--- src/rtl/tart_bank_switch.sv ---
// tart_bank_switch: accumulation window timer that swaps correlator banks and tracks visibility prefetch.
// Ports:
//   clk_i, rst_i           clock, synchronous active-high reset
//   active_i, en_i         run enable, one accepted correlator sample per cycle
//   blocksize_i            window length minus one
//   ready_i, clr_i         prefetch complete (rising edge clears pending), overflow clear strobe
//   switching_o, bank_o    one-cycle swap pulse, bank currently accumulating
//   pending_o, overflow_o  prefetch in flight, sticky overrun flag
//   windows_o              completed window count, modulo 2^16
module tart_bank_switch #(
    parameter int BLOCK = 32,
    parameter int BANKS = 2,
    parameter int BBITS = 1,
    parameter int DELAY = 3
) (
    input  logic             clk_i,
    input  logic             rst_i,
    input  logic             active_i,
    input  logic             en_i,
    input  logic [BLOCK-1:0] blocksize_i,
    input  logic             ready_i,
    input  logic             clr_i,
    output logic             switching_o,
    output logic [BBITS-1:0] bank_o,
    output logic             pending_o,
    output logic             overflow_o,
    output logic [15:0]      windows_o
);
    if (BBITS < $clog2(BANKS) || DELAY < 0) begin : g_bad_params
        $error("tart_bank_switch: BBITS too narrow for BANKS, or negative DELAY");
    end
    logic [BLOCK-1:0] cnt, len, cur_len;
    logic active_q, ready_q, first, wend;
    // The first active cycle compares against the incoming length, since len is only being latched now.
    always_comb begin
        first   = active_i && !active_q;
        cur_len = first ? blocksize_i : len;
        wend    = active_i && en_i && cnt == cur_len;
    end
    always_ff @(posedge clk_i) begin
        if (rst_i) begin
            cnt         <= '0;
            len         <= '0;
            active_q    <= 1'b0;
            ready_q     <= 1'b0;
            switching_o <= 1'b0;
            bank_o      <= '0;
            pending_o   <= 1'b0;
            overflow_o  <= 1'b0;
            windows_o   <= '0;
        end else begin
            active_q    <= active_i;
            ready_q     <= ready_i;
            switching_o <= wend;
            if (!active_i)
                cnt <= '0;
            else if (en_i)
                cnt <= wend ? '0 : cnt + 1'b1;
            if (first || wend)
                len <= blocksize_i;
            if (wend) begin
                bank_o    <= (bank_o == BBITS'(BANKS - 1)) ? '0 : bank_o + 1'b1;
                windows_o <= windows_o + 16'd1;
            end
            // A new window end takes priority over a coincident prefetch completion.
            pending_o  <= wend | (pending_o & ~(ready_i & ~ready_q));
            overflow_o <= (wend & pending_o) | (overflow_o & ~clr_i);
        end
    end
endmodule

--- config.mk ---
export PLATFORM = sky130hd
export DESIGN_NAME = tart_bank_switch
export DESIGN_NICKNAME = d
export VERILOG_FILES = /design/src/rtl/tart_bank_switch.sv
export SDC_FILE = /design/constraint.sdc
export NUM_CORES = 1
export LEC_CHECK = 0
export ABC_AREA = 1
export BUFFER_PORTS_ARGS = -buffer_cell sky130_fd_sc_hd__buf_4
export CAP_MARGIN = 20
export CORE_MARGIN = 5
export CORE_UTILIZATION = 45
export DETAILED_ROUTE_END_ITERATION = 6
export GPL_ROUTABILITY_DRIVEN = 0
export GPL_TIMING_DRIVEN = 1
export PLACE_DENSITY_LB_ADDON = 0.25
export SYNTH_ARGS = -nofsm -noshare
export SYNTH_HDL_FRONTEND = slang
export SYNTH_SLANG_ARGS = --single-unit
export TNS_END_PERCENT = 10
--- constraint.sdc ---
create_clock -name clk_i -period 1.93 [get_ports clk_i]
set_input_delay 0.0965 -clock clk_i [delete_from_list [all_inputs] [get_ports clk_i]]
set_output_delay 0.0965 -clock clk_i [all_outputs]
set_load 0.05 [all_outputs]
---- Word level (Yosys, flattened, before mapping) ----
Cells that the tools add are included.
word-level totals
  register bits after elaboration ......... 86
  input bits .............................. 38
operators by class
  equal/unequal tests ..................... 1
  reduce and logical (&&, ||, !) cells .... 6
  bitwise operators ....................... 10
  add/subtract/negate cells ............... 3
  multiplexer cells ....................... 3
operator list
  kind                                            count
  2-to-1 mux 32 bit                               2
  adder 32 x 1 -> 32 bit (second input constant)  1
  == test 32 bit                                  1
  adder 16 x 1 -> 16 bit (second input constant)  1
  AND 1 bit                                       4
  inverter 1 bit                                  4
  logical AND 1 bit                               3
  bitwise OR 1 bit                                2
  OR reduction 2 bit                              1
  adder 1 bit (second input constant)             1
  zero test 1 bit                                 1
  logical OR 1 bit                                1
  2-to-1 mux 1 bit                                1

---- Depth between registers and ports, before layout ----
  word-level depth ........................ 7
  mapped depth ............................ 17
  depth with buffers taken out ............ 15

---- Least setup slack after synthesis ----
OpenSTA, ideal clock, no wires.
  path kind ............................... reg-to-reg
  start point ............................. reg active_q
  end point ............................... reg windows_o[12]
  stages on the path, launching flop included .. 16
  data arrival time ....................... 1,768 ps
  slack ................................... 30 ps
  path buffers ............................ 2
  path through ............................ dfxtp_1 > inv_2 > nand2_2 > buf_4 > nand2_1 > nand3_1 > nand2_1 > nor2_1 > nand2_1 > nor2_1 > nand2_1 > nor2_4 > nand2_2 > buf_6 > nand2_1 > a21oi_1
between the ends
  longest elaborated chain between the ends .. 5
ends and longest elaborated chain
  item                    RTL line  RTL
  from (decl)             33        logic active_q, ready_q, first, wend;
  from (signal assigned)  52        active_q <= active_i;
  zero test 1 bit         36        first = active_i && !active_q;
  logical AND 1 bit       36
  2-to-1 mux 32 bit       37        cur_len = first ? blocksize_i : len;
  == test 32 bit          38        wend = active_i && en_i && cnt == cur_len;
  logical AND 1 bit       38
  to (signal assigned)    63        windows_o <= windows_o + 16'd1;
  to (decl)               27        output logic [15:0] windows_o
Every way passes these cells.
A chain may end at the register's enable or synchronous reset.

---- Worst setup path after layout ----
  start point ............................. reg active_q
  end point ............................... reg windows_o[10]
Same word-level chain as after synthesis.

==> flow_summary.yaml <==
status:
  status: "complete, but fails checks"
  violations: "setup timing"
detailed_routing:
  wl_per_cell_um: 12.80
  drc: 0
  firstDrtPassIters: 5
  ant_nets: 0
  via_per_inst: 4.941
  vias: 6300
  drtIter0Drc: 461
  routed_wl_mm: 16.32
synthesis:
  synth_top_area_share_pct: 30.95
  synthArstFlopShare_pct: 0
  synth_edf_count: 0
  syn_avg_cell_area_sq_um: 5.912
  synthAdderAreaFrac_pct: 0.4498
  synthTopCellsByArea: "dfxtp_1, nand2_1, nand3_1, nor2_1, inv_1"
  synth_commonest_cells: "nand2_1, nand3_1, nor2_1, inv_1, dfxtp_1"
  synthFlopType: "dfxtp_1"
  synth_compound_area_share_pct: 5.735
  ys_seq_elements: 86
  synth_top_family_by_area: "simple AND/OR/NAND/NOR gates"
  synth_nets: 981
  synth_xor_area_share_pct: 4.251
  yosys.area.top_type: "dfxtp_1"
  synth_mux_area_share_pct: 0
  netlist_area_sq_um: 5563
  yosys_warnings: 0
  yosysMostFrequentCell: "nand2_1"
  syn_inst: 941
  ys_types: 28
  synthSimpleGateAreaFrac_pct: 47.19
  synth-seq-area-share_pct: 30.95
worst_setup_path:
  cp.arrival_ns: 2.36
  crit_start: "active_q"
  worstSetupPathType: "reg2reg"
  worst-path-max-fanout: 8
  required_ns: 2.21
  cp-end-kind: "register"
  cp-start-kind: "register"
  r2r-start: "active_q"
  cp_common_cell: "nand2_1"
  worstPathCellList: "inv_6 > nand2_8 > buf_12 > nand2_1 > nand2_1 > nand2_2 > nand2_1 > nor2_1 > nand2_1 > nor2_1 > nand2_1 > nor2_4 > buf_12 > buf_8 > nand3_1 > a21oi_2"
  worst_path_max_delay_cell: "dfxtp_4"
  slowest_delay_ns: 0.36
floorplan:
  core_area_sq_um: 12060
  row_count: 40
  die_area_sq_um: 14690
  ios: 58
  die_y_um: 121.2
  start_util_pct: 46.12
  die_x_um: 121.2
sta:
  rsz0062_at_grt: "true"
  post-route-worst-setup-slack_ns: -0.1493
  fin_crit_sh_pct: 107.7
  slew_viol_final: 0
  finalClockSkew_ns: 0.004846
  hold_violations: 0
  relSlewSlack_pct: 70.09
  min_period_ns: 2.079
  finalSetupViolCount: 76
  worstMarginPinSlew_ns: 0.4470
  fmax_mhz: 480.9
  timing.setup.tns_ns: -5.477
pwr:
  ir_worst_vdd_mv: 0.4752
  p_total_uw: 4685
  pwr_density_cell_nw_per_um2: 594.2
  p_leak_uw: 0.003672
placement:
  place_ws_ns: -0.2169
  io_buffers: 57
  hpwl_mm: 11.32
finish:
  layout-drive-gt1-share_pct: 23.49
  final_util_pct: 65.36
  syn2layout_area_growth_pct: 41.72
  antenna_cells: 0
  nets: 1142
  fill_cells: 1078
clock_network:
  insertion_delay_ns: 0.35
  cts_sinks: 86
  clock_path_buffers: 2
  clk_pin_slew_ns: 0.06
  cts_tree: "built"
  cts_buffers: 9
  htreeDepth: 3
  cts-root-buf: "clkbuf_16"
grt:
  grt_pass1_wl_mm: 26.34
  grt_pass1_vias: 5809
  grt_max_degree: 46
  grt_usage_pct: 21.78
  antenna_found_initial: 0
  grt_remaining_overflow: 0
min_path:
  hold_class: "in2reg"
  hp-start: "blocksize_i[7]"
run:
  maxCapViolCount: 0
## report_power, final
part	internal [uW]	leakage (uW)	switching (uW)	total, uW
registers	1830	0.000703	27.5	1860
logic	440	0.00281	497	937
clock network	1160	0.000154	726	1890
## worst max-delay path: cells and delay by family, from the launching register on
family / cells / cell delay (ns)
and+or+nand+nor: 11 / 0.99
buffers and inverters: 4 / 0.50
AOI/OAI and AO/OA: 1 / 0.14
DFF: 1 / 0.36
## flip-flops by register name, indices dropped and copies added, names as in the netlist
name and count:
ready_q 1, cnt 32, bank_o 1, overflow_o 1, len 32, pending_o 1
active_q 1, windows_o 16, switching_o 1
## final timing paths
kind | end | slack [ns] | cells past startpoint
max reg2reg | windows_o[10] | -0.15 | 16
max | windows_o[10] | -0.15 | 16
min reg2reg | overflow_o | 0.49 | 2
min | len[7] | 0.007 | 3
## cell type report
class | count | area (sq um) | area share [%]
clock inverter | 6 | 85.08 | 1.079
clock buffer | 10 | 239.0 | 3.031
sequential | 86 | 1728 | 21.92
tap | 168 | 210.2 | 2.666
inverter | 112 | 425.4 | 5.396
timing repair buffer | 185 | 1688 | 21.41
multi-input combinational | 708 | 3508 | 44.50
## cells by family (layout without fill, tap and decap cells)
logic type / count (synthesis) / after routing
buffers and inverters: 147 / 313
AOI/OAI and AO/OA: 63 / 63
and+or+nand+nor: 616 / 616
xor gates and xnor gates: 27 / 27
DFF: 86 / 86
adders and majority gates: 2 / 2
## cell usage in the layout, fill, tap and decap left out, types with 18 or more instances in the layout
| cell type | instances |
|---|---|
| a21oi_1 | 34 |
| a21oi_2 | 18 |
| buf_4 | 136 |
| dfxtp_1 | 83 |
| dlygate4sd3_1 | 32 |
| inv_1 | 108 |
| nand2_1 | 263 |
| nand2_2 | 30 |
| nand3_1 | 117 |
| nand3_2 | 21 |
| nor2_1 | 122 |
| nor3_1 | 21 |
| xor2_1 | 21 |
## stage by stage
stage	cell area (sq um)	std cells	hold WS [ns]
floorplan	5563	941	0.1995
global placement	6729	1216	0.3208
detailed placement	6729	1216	0.3268
CTS	7460	1264	0.0004663
global route	7884	1275	0.01133
finish	7884	1275	0.006811
## layer usage
| metal | vias up | wire length [um] | track usage [%] | share of wire (%) |
|---|---|---|---|---|
| met5 | - | 0 | 0 | 0 |
| met4 | 0 | 213 | 4.832 | 1.3 |
| met3 | 21 | 814 | 5.688 | 5.0 |
| met2 | 135 | 7906 | 38.10 | 48 |
| met1 | 2846 | 7383 | 26.84 | 45 |
| li1 | 3298 | - | - | - |
## timing repair
item,in CTS,in global routing
hold buffers,32,0
pin swaps,2,23
buffers inserted,0,6
setup endpoints to repair,84,84
resized for setup,24,69
hold endpoints to repair,32,0
gates cloned,0,5
Note: power is estimated with default switching activity, not from simulation.
